<file path="config.mk">
export PLATFORM = sky130hd
export DESIGN_NAME = store_serializer_flat
export DESIGN_NICKNAME = d
export VERILOG_FILES = /design/src/rtl/store_serializer_pkg.sv /design/src/rtl/store_serializer_if.sv /design/src/rtl/store_serializer.sv /design/src/flat_wrapper.sv
export SDC_FILE = /design/constraint.sdc
export NUM_CORES = 1
export LEC_CHECK = 0
export CAP_MARGIN = 10
export CORE_AREA = 4 4 153 155
export CTS_BUF_LIST = sky130_fd_sc_hd__clkbuf_4
export CTS_CLUSTER_DIAMETER = 80
export CTS_CLUSTER_SIZE = 10
export DETAILED_ROUTE_END_ITERATION = 6
export DIE_AREA = 0 0 157 159
export GPL_TIMING_DRIVEN = 0
export MAX_ROUTING_LAYER = met4
export PLACE_DENSITY = 0.65
export SLEW_MARGIN = 20
export SYNTH_ARGS = -nofsm -noshare
export SYNTH_HDL_FRONTEND = slang
export SYNTH_SLANG_ARGS = --single-unit
</file>
<file path="constraint.sdc">
create_clock -name clk -period 2.8 [get_ports clk]
set_clock_uncertainty 0.05 [all_clocks]
set_input_delay 0.28 -clock clk [delete_from_list [all_inputs] [get_ports clk]]
set_output_delay 0.28 -clock clk [all_outputs]
set_load 0.005 [all_outputs]
</file>
<file path="src/rtl/store_serializer_pkg.sv">
// rtl/store_serializer_pkg.sv - shared types and helpers for the store serializer
package store_pkg;

    localparam int BYTE_W = 8;

    typedef enum logic [1:0] {
        SZ_B = 2'b00,
        SZ_H = 2'b01,
        SZ_W = 2'b10,
        SZ_D = 2'b11
    } store_size_t;

    typedef enum logic {
        IDLE = 1'b0,
        XFER = 1'b1
    } state_t;

    // Number of beats minus one for a store size; also the alignment mask.
    function automatic logic [2:0] last_beat_for_size(input store_size_t sz);
        case (sz)
            SZ_B:    return 3'd0;
            SZ_H:    return 3'd1;
            SZ_W:    return 3'd3;
            default: return 3'd7;
        endcase
    endfunction

endpackage

</file>
<file path="src/rtl/store_serializer_if.sv">
// rtl/store_serializer_if.sv - request and byte-wide memory port bundle
interface store_serializer_if #(
    parameter int ADDR_W = 64,
    parameter int DATA_W = 64
);
    logic              req_valid;
    logic              req_ready;
    logic [ADDR_W-1:0] req_addr;
    logic [DATA_W-1:0] req_data;
    logic [1:0]        req_size;
    logic              mem_wr_en;
    logic [ADDR_W-1:0] mem_addr;
    logic [7:0]        mem_wdata;
    logic              mem_ready;
    logic              done;
    logic              busy;
    logic              misalign;

    // Environment side: issues store requests and acts as the memory.
    modport master (
        output req_valid, req_addr, req_data, req_size, mem_ready,
        input  req_ready, mem_wr_en, mem_addr, mem_wdata, done, busy, misalign
    );

    // Serializer side.
    modport slave (
        input  req_valid, req_addr, req_data, req_size, mem_ready,
        output req_ready, mem_wr_en, mem_addr, mem_wdata, done, busy, misalign
    );
endinterface

</file>
<file path="src/rtl/store_serializer.sv">
// rtl/store_serializer.sv - narrows a 64-bit store to byte/half/word/double and writes it one byte per beat, little-endian; optional ALIGN_CHECK_EN rejects misaligned stores
module store_serializer
    import store_pkg::*;
#(
    parameter int ADDR_W = 64,
    parameter int DATA_W = 64
) (
    input  logic               clk,
    input  logic               reset,
    store_serializer_if.slave  bus
);

    state_t              state_q, state_d;
    logic [DATA_W-1:0]   data_q, data_d;
    logic [ADDR_W-1:0]   addr_q, addr_d;
    logic [2:0]          beats_q, beats_d;
    logic                done_q, done_d;
`ifdef ALIGN_CHECK_EN
    logic                misalign_q, misalign_d;
`endif

    logic       accept;
    logic [2:0] last_beat;

    assign last_beat = last_beat_for_size(store_size_t'(bus.req_size));
    // Gating with reset keeps req_ready low while reset is held and high in the first cycle after release.
    assign bus.req_ready = (state_q == IDLE) && reset;
    assign accept        = bus.req_valid && bus.req_ready;

    // Next-state, shift register and beat counter.
    always_comb begin
        state_d    = state_q;
        data_d     = data_q;
        addr_d     = addr_q;
        beats_d    = beats_q;
        done_d     = 1'b0;
`ifdef ALIGN_CHECK_EN
        misalign_d = 1'b0;
`endif
        case (state_q)
            IDLE: begin
                if (accept) begin
                    data_d  = bus.req_data;
                    addr_d  = bus.req_addr;
                    beats_d = last_beat;
`ifdef ALIGN_CHECK_EN
                    if ((bus.req_addr[2:0] & last_beat) != 3'd0) begin
                        done_d     = 1'b1;
                        misalign_d = 1'b1;
                    end else begin
                        state_d = XFER;
                    end
`else
                    state_d = XFER;
`endif
                end
            end
            XFER: begin
                if (bus.mem_ready) begin
                    data_d = data_q >> BYTE_W;
                    addr_d = addr_q + 1'b1;
                    if (beats_q == 3'd0) begin
                        state_d = IDLE;
                        done_d  = 1'b1;
                    end else begin
                        beats_d = beats_q - 3'd1;
                    end
                end
            end
            default: state_d = IDLE;
        endcase
    end

    // All serializer state; reset aborts any transfer in flight.
    always_ff @(posedge clk or negedge reset) begin
        if (!reset) begin
            state_q    <= IDLE;
            data_q     <= '0;
            addr_q     <= '0;
            beats_q    <= '0;
            done_q     <= 1'b0;
`ifdef ALIGN_CHECK_EN
            misalign_q <= 1'b0;
`endif
        end else begin
            state_q    <= state_d;
            data_q     <= data_d;
            addr_q     <= addr_d;
            beats_q    <= beats_d;
            done_q     <= done_d;
`ifdef ALIGN_CHECK_EN
            misalign_q <= misalign_d;
`endif
        end
    end

    assign bus.mem_wr_en = (state_q == XFER);
    assign bus.mem_addr  = addr_q;
    assign bus.mem_wdata = data_q[BYTE_W-1:0];
    assign bus.busy      = (state_q == XFER);
    assign bus.done      = done_q;
`ifdef ALIGN_CHECK_EN
    assign bus.misalign  = misalign_q;
`else
    assign bus.misalign  = 1'b0;
`endif

endmodule

</file>
<file path="src/flat_wrapper.sv">
// flat-port wrapper written by rule: the top's interface ports become plain ports
module store_serializer_flat import store_pkg::*;
#(
    parameter int ADDR_W = 64,
    parameter int DATA_W = 64
)
  (clk, reset, bus_req_valid, bus_req_addr, bus_req_data, bus_req_size, bus_mem_ready, bus_req_ready, bus_mem_wr_en, bus_mem_addr, bus_mem_wdata, bus_done, bus_busy, bus_misalign);
  store_serializer_if #(.ADDR_W(ADDR_W), .DATA_W(DATA_W)) bus_i ();
  input  logic clk;
  input  logic reset;
  input wire logic [$bits(bus_i.req_valid)-1:0] bus_req_valid;
  input wire logic [$bits(bus_i.req_addr)-1:0] bus_req_addr;
  input wire logic [$bits(bus_i.req_data)-1:0] bus_req_data;
  input wire logic [$bits(bus_i.req_size)-1:0] bus_req_size;
  input wire logic [$bits(bus_i.mem_ready)-1:0] bus_mem_ready;
  output wire logic [$bits(bus_i.req_ready)-1:0] bus_req_ready;
  output wire logic [$bits(bus_i.mem_wr_en)-1:0] bus_mem_wr_en;
  output wire logic [$bits(bus_i.mem_addr)-1:0] bus_mem_addr;
  output wire logic [$bits(bus_i.mem_wdata)-1:0] bus_mem_wdata;
  output wire logic [$bits(bus_i.done)-1:0] bus_done;
  output wire logic [$bits(bus_i.busy)-1:0] bus_busy;
  output wire logic [$bits(bus_i.misalign)-1:0] bus_misalign;
  assign bus_i.req_valid = bus_req_valid;
  assign bus_i.req_addr = bus_req_addr;
  assign bus_i.req_data = bus_req_data;
  assign bus_i.req_size = bus_req_size;
  assign bus_i.mem_ready = bus_mem_ready;
  assign bus_req_ready = bus_i.req_ready;
  assign bus_mem_wr_en = bus_i.mem_wr_en;
  assign bus_mem_addr = bus_i.mem_addr;
  assign bus_mem_wdata = bus_i.mem_wdata;
  assign bus_done = bus_i.done;
  assign bus_busy = bus_i.busy;
  assign bus_misalign = bus_i.misalign;
  store_serializer #(.ADDR_W(ADDR_W), .DATA_W(DATA_W)) u_core (.clk(clk), .reset(reset), .bus(bus_i));
endmodule
</file>
Word-level counts from Yosys, hierarchy flattened --
Index checks and enable logic that the tools add are counted.
Word-level totals: bits in registers 133, output and inout bits 77, word-level logic and storage cells 37
Operators by class: add/subtract/negate cells 2, equality and inequality tests 5, muxes and demuxes 18, bitwise logic cells 1, reductions and logical operators 6
Operators with widths (count):
- two-way mux 64 bit | 4
- case mux 64 bit (2 select lines) | 2
- adder 64 x 1 -> 64 bit, second input constant | 1
- two-way mux 3 bit | 3
- case mux 3 bit (3 select lines) | 1
- two-way mux 1 bit | 6
- case mux 3 bit (2 select lines) | 1
- inequality test 2 bit, second input constant | 2
- logical NOT 3 bit | 1
- AND reduction 3 bit | 1
- subtractor 3 x 1 -> 3 bit, second input constant | 1
- == test 2 x 1 -> 1 bit, second input constant | 1
- == test 2 bit, second input constant | 1
- logical AND 1 bit | 2
- logical NOT 2 bit | 1
- inequality test 2 x 1 -> 1 bit, second input constant | 1
- case mux 1 bit (2 select lines) | 1
- AND reduction 2 bit | 1
- inverter 1 bit | 1

Depth between registers and ports, before layout --
word-level depth 5, gate-level depth with buffers 9, gate-level depth less buffers 8

Worst setup path after synthesis --
No wires, ideal clock.
kind flip-flop to flip-flop, start reg u_core.addr_q[11], in the netlist u_core.bus.mem_addr[11], end reg u_core.addr_q[37], in the netlist u_core.bus.mem_addr[37], library setup time 0.123 ns, data arrival time 1.862 ns, data required time 2.627 ns, path slack 0.765 ns, stages on the path, launching flop included 7, buffers on the path 0, period minus slack after synthesis 2.035 ns, path through dfrtp_1 -> nand3_4 -> nor4_4 -> nand3_2 -> or4_1 -> or2_0 -> o221a_2
Between the ends: cells in the longest elaborated chain, start to end 3
Ends and longest elaborated chain:
- start, declared | line store_serializer.sv:15 | logic [ADDR_W-1:0] addr_q, addr_d;
- start signal, assigned | line store_serializer.sv:88 | addr_q <= addr_d;
- adder 64 x 1 -> 64 bit | line store_serializer.sv:61 | addr_d = addr_q + 1'b1;
- two-way mux 64 bit | line store_serializer.sv:59 | if (bus.mem_ready) begin
- case mux 64 bit (2 select lines) | line store_serializer.sv:40 | case (state_q)
No other way between the ends. The select of a mux whose other input is x is not followed. A chain may end at the register's enable or synchronous reset.

Worst setup path in the final report --
start in reset, end reg u_core.addr_q[30], in the netlist u_core.bus.mem_addr[30]
Between the ends: cells in the longest elaborated chain, start to end 4
Ends and longest elaborated chain:
- start, declared | line flat_wrapper.sv:10 | input logic reset;
- logical AND 1 bit | line store_serializer.sv:27 | assign bus.req_ready = (state_q == IDLE) && reset;
- logical AND 1 bit | line store_serializer.sv:28 | assign accept = bus.req_valid && bus.req_ready;
- inequality test 2 x 1 -> 1 bit (no source line)
- AND reduction 2 bit (no source line)
No other way between the ends.

==> results.txt <==
The run finished with clean final reports. Summing all multi-input logic gate instances after layout gives 3716 sq um. The number of inserted filler cells in the final layout is 2,181. The worst-margin pin slew is 0.7671 ns.

The cell type contributing the most total cell area after synthesis is dfrtp_1. Counting flops with an async set or reset pin after synthesis yields a share of 1.000. Power spread over the standard cell area amounts to 987.4 nW/um^2. The detail route stage leaves a number of antenna-violating nets equal to 0. The final weighted congestion of routability-driven global placement came out at 0.9177. For this design the static power due to leakage is 4.164 nW. At the worst endpoint, the arrival time is 3.02 ns. The share of synthesized area in the top cell type comes to 0.4512.

Across the VDD grid, the largest voltage drop is 0.0004263 V. The maximum number of pins on one net before global-route repair came out at 75. The post-route cell area is 10,250 sq um. TritonCTS built the clock tree. The global routing usage summed across all routing layers came out at 0.2191. The H-tree generated during clock tree synthesis spans 4 levels.

The clock net sink count came out at 133. The number of buffers between clock root and the deepest sink is 2. The net count after synthesis came out at 985. The library cells used most frequently in the layout, excluding fill and tap cells, are clkdlybuf4s50_1, nand2_1, dfrtp_1, o21ai_0, mux2i_1. The delay of the slowest cell on the worst path is 0.58 ns. The placement-stage cell area is 9851 sq um. The minimum clock period is 2.600 ns. The core occupancy in the finished layout is 0.4699. Among the stages of the critical path, the cell type that occurs most often is clkbuf_1. Ranked by total cell area, the synthesized netlist is headed by dfrtp_1, mux2i_1, nand2_1, o21ai_0, a21oi_1. The total power came out at 0.01013 W. The worst hold path belongs to the class in -> reg.

The signal on the critical path passes through dlygate4sd3_1 -> buf_8 -> buf_16 -> nor2b_1 -> nand2_1 -> clkbuf_1 -> clkbuf_1 -> nor2_1 -> a311oi_1. The via count of the routed design came out at 7,548. Based on the critical path, the design can be clocked at up to 384.7 MHz. The effective utilization at floorplan came out at 0.3380. The total count of max-transition violations in the final report is 0. The number of antenna violations at the first check in global routing is 2. After global routing the overflow that remains totals 0. The number of enable-type register cells in the synthesized netlist is 0. Counting flops and latches in the post-synthesis netlist gives 133.

The total of endpoints with negative setup slack in the final report came out at 0. The via count of the first global-routing pass came out at 7,451. The sequential cells in the finished layout cover a total of 3328 sq um. The number of port buffers came out at 209. The clock-pin slew reported for the worst setup and hold paths after clock tree synthesis came out at 0.13 ns. The data required time at the worst endpoint came out at 3.23 ns.

For this run, the post-layout net count is 1,214. The number of iterations in the first detailed-routing pass came out at 5. Among all flip-flop cells after synthesis, the most frequent one is dfrtp_1. The number of placement rows came out at 54. The first global-routing pass estimated 41.80 mm of wire. The number of different library cells in the post-synthesis netlist came out at 52.

The number of warnings issued by yosys is 0. The TritonCTS buffer count is 17. Setup repair after global routing left no endpoint under its margin.

The I/O pin count is 211. The worst setup path is launched from an input pin. The sum of routed wire length over all layers came out at 26.80 mm. The worst setup path is of the in -> reg kind.

The total half-perimeter wirelength after legalization and detailed placement came out at 19.86 mm. The worst setup path is captured at a flip-flop. The combined area of all synthesized cells is 7376 sq um. A synthesized cell averages 8.698 sq um. The share of final-layout standard cells stronger than drive strength 1 is 0.07248. For this run, the register share of the synthesized area comes to 0.4512. The area enclosed by the die boundary came out at 24,960 sq um. Leaving out fill and tap cells, the most frequent cell in the layout is clkdlybuf4s50_1. Clock tree synthesis selected as its root buffer the cell clkbuf_4. Dividing the final minimum period by the clock period gives 0.9284. The die outline width came out at 157 microns. Dividing the detail-routed wire length by the instance count gives 19.50 microns. At the later pin of the worst-skew pair, clock insertion delay measures 0.57 ns. The region available for standard cell placement spans 21,820 sq um. Relative to the synthesized area, the layout overhead comes to 39.03%. The final count of hold timing violations is 0.

The cell count after synthesis came out at 848. Of all nets on the critical path, the largest fanout is 61. Among all stages on the critical path, the largest delay is contributed by clkbuf_1. After detailed routing, the number of remaining DRC violations is 0. Across the run, the number of max-cap violations was 0. The per-cell via count in the routed design is 5.493.

The number of violations reported at the end of detailed-routing iteration 0 came out at 590. The vertical extent of the die came out at 159 microns. In this run the tightest slew margin relative to its limit is 0.4886.
==> power breakdown <==
part	total [W]	internal (W)	switching, W
Sequential	0.00374	0.00279	0.000944
Clock	0.00154	0.000713	0.000823
Combinational	0.00485	0.00236	0.00249
Total	0.0101	0.00587	0.00426
==> sequential cells by signal, summed over array words and instances (netlist names) <==
register	cells
u_core.beats_q	3
u_core.bus.busy	1
u_core.bus.done	1
u_core.bus.mem_addr	64
u_core.data_q	64
==> layout make-up <==
class / instances / area share
sequential: 133 / 0.3245
tap: 280 / 0.03416
clock inverter: 15 / 0.01989
clock buffer: 17 / 0.01245
antenna: 4 / 0.0009761
multi-input combinational: 635 / 0.3624
buffer: 62 / 0.02892
timing repair buffer: 212 / 0.2108
inverter: 16 / 0.005857
==> per-stage QoR <==
| stage | hold WS, ns | setup TNS [ns] | std cells | setup WS (ns) |
|---|---|---|---|---|
| after floorplan | -0.06559 | 0 | 848 | 0.7655 |
| after global placement | 0.4105 | -1220.33 | 1337 | -5.387 |
| after detailed placement | 0.2518 | -42.07 | 1338 | -0.7418 |
| after CTS | 0.1556 | 0 | 1371 | 0.04934 |
| after global routing | 0.1750 | 0 | 1372 | 0.01771 |
| final | 0.2045 | 0 | 1374 | 0.2005 |
==> per-layer routing <==
layer	global-route usage	vias to the layer above	wire length (microns)
met1	0.2986	3628	11600
met4	0.05838	0	513
met2	0.3277	351	12380
met3	0.05300	43	2301
li1	-	3526	-
met5	-	-	0
==> synthesized netlist by cell type (2+ instances only) <==
master      n
and2_1      2
o31ai_1     7
buf_4      10
nor2_1     57
or4_1       4
nor3_1     27
ha_1        3
o32ai_1     8
mux2i_1    78
nand2_1   140
o31a_1      2
buf_2       5
clkbuf_1   43
and4_1      2
nor4_2      3
nand3_1    37
or2_2       2
o211ai_1    3
nand4_1    12
dfrtp_1   133
o21ai_0   100
a311oi_1    5
nand2b_1    4
or3_1      12
a31oi_1     6
inv_1      15
o22ai_1    24
o21a_1      3
a211oi_1   12
nor4_1      9
buf_1       5
a21oi_1    48
and3_1      8
==> critical path: cells and delay by family <==
kind            cells  cell delay [ns]
simple gates        3             0.45
buf+inv             5             1.97
compound gates      1             0.25
==> final timing paths <==
path	from	to	slack (ns)	cells past startpoint
setup reg to reg	u_core.bus.busy	u_core.bus.mem_addr[57]	0.21	8
hold / removal	bus_req_data[56]	u_core.data_q[56]	0.20	3
max in group asynchronous	reset	u_core.data_q[24]	2.11	3
hold reg to reg	u_core.data_q[20]	u_core.data_q[20]	0.44	2
min in group asynchronous	reset	u_core.bus.mem_addr[16]	0.23	3
setup / recovery	reset	u_core.bus.mem_addr[30]	0.20	9
==> what timing repair did <==
action | 4_1_cts | 5_1_grt
setup endpoints to repair | 68 | 48
hold buffers | 2 | 0
gates resized for setup | 8 | 11
endpoints found under the hold margin | 74 | 0
buffers inserted | 0 | 0
pin swaps | 0 | 0
==> cell families after synthesis <==
group | after synthesis | synth area share
AOI/OAI and AO/OA | 222 | 0.1744
adders and majority gates | 3 | 0.005090
buffers and inverters | 80 | 0.04682
DFF | 133 | 0.4512
muxes | 78 | 0.1059
other | 1 | 0.0005084
and+or+nand+nor | 331 | 0.2161
No activity file was read; power rests on OpenSTA's default activity.
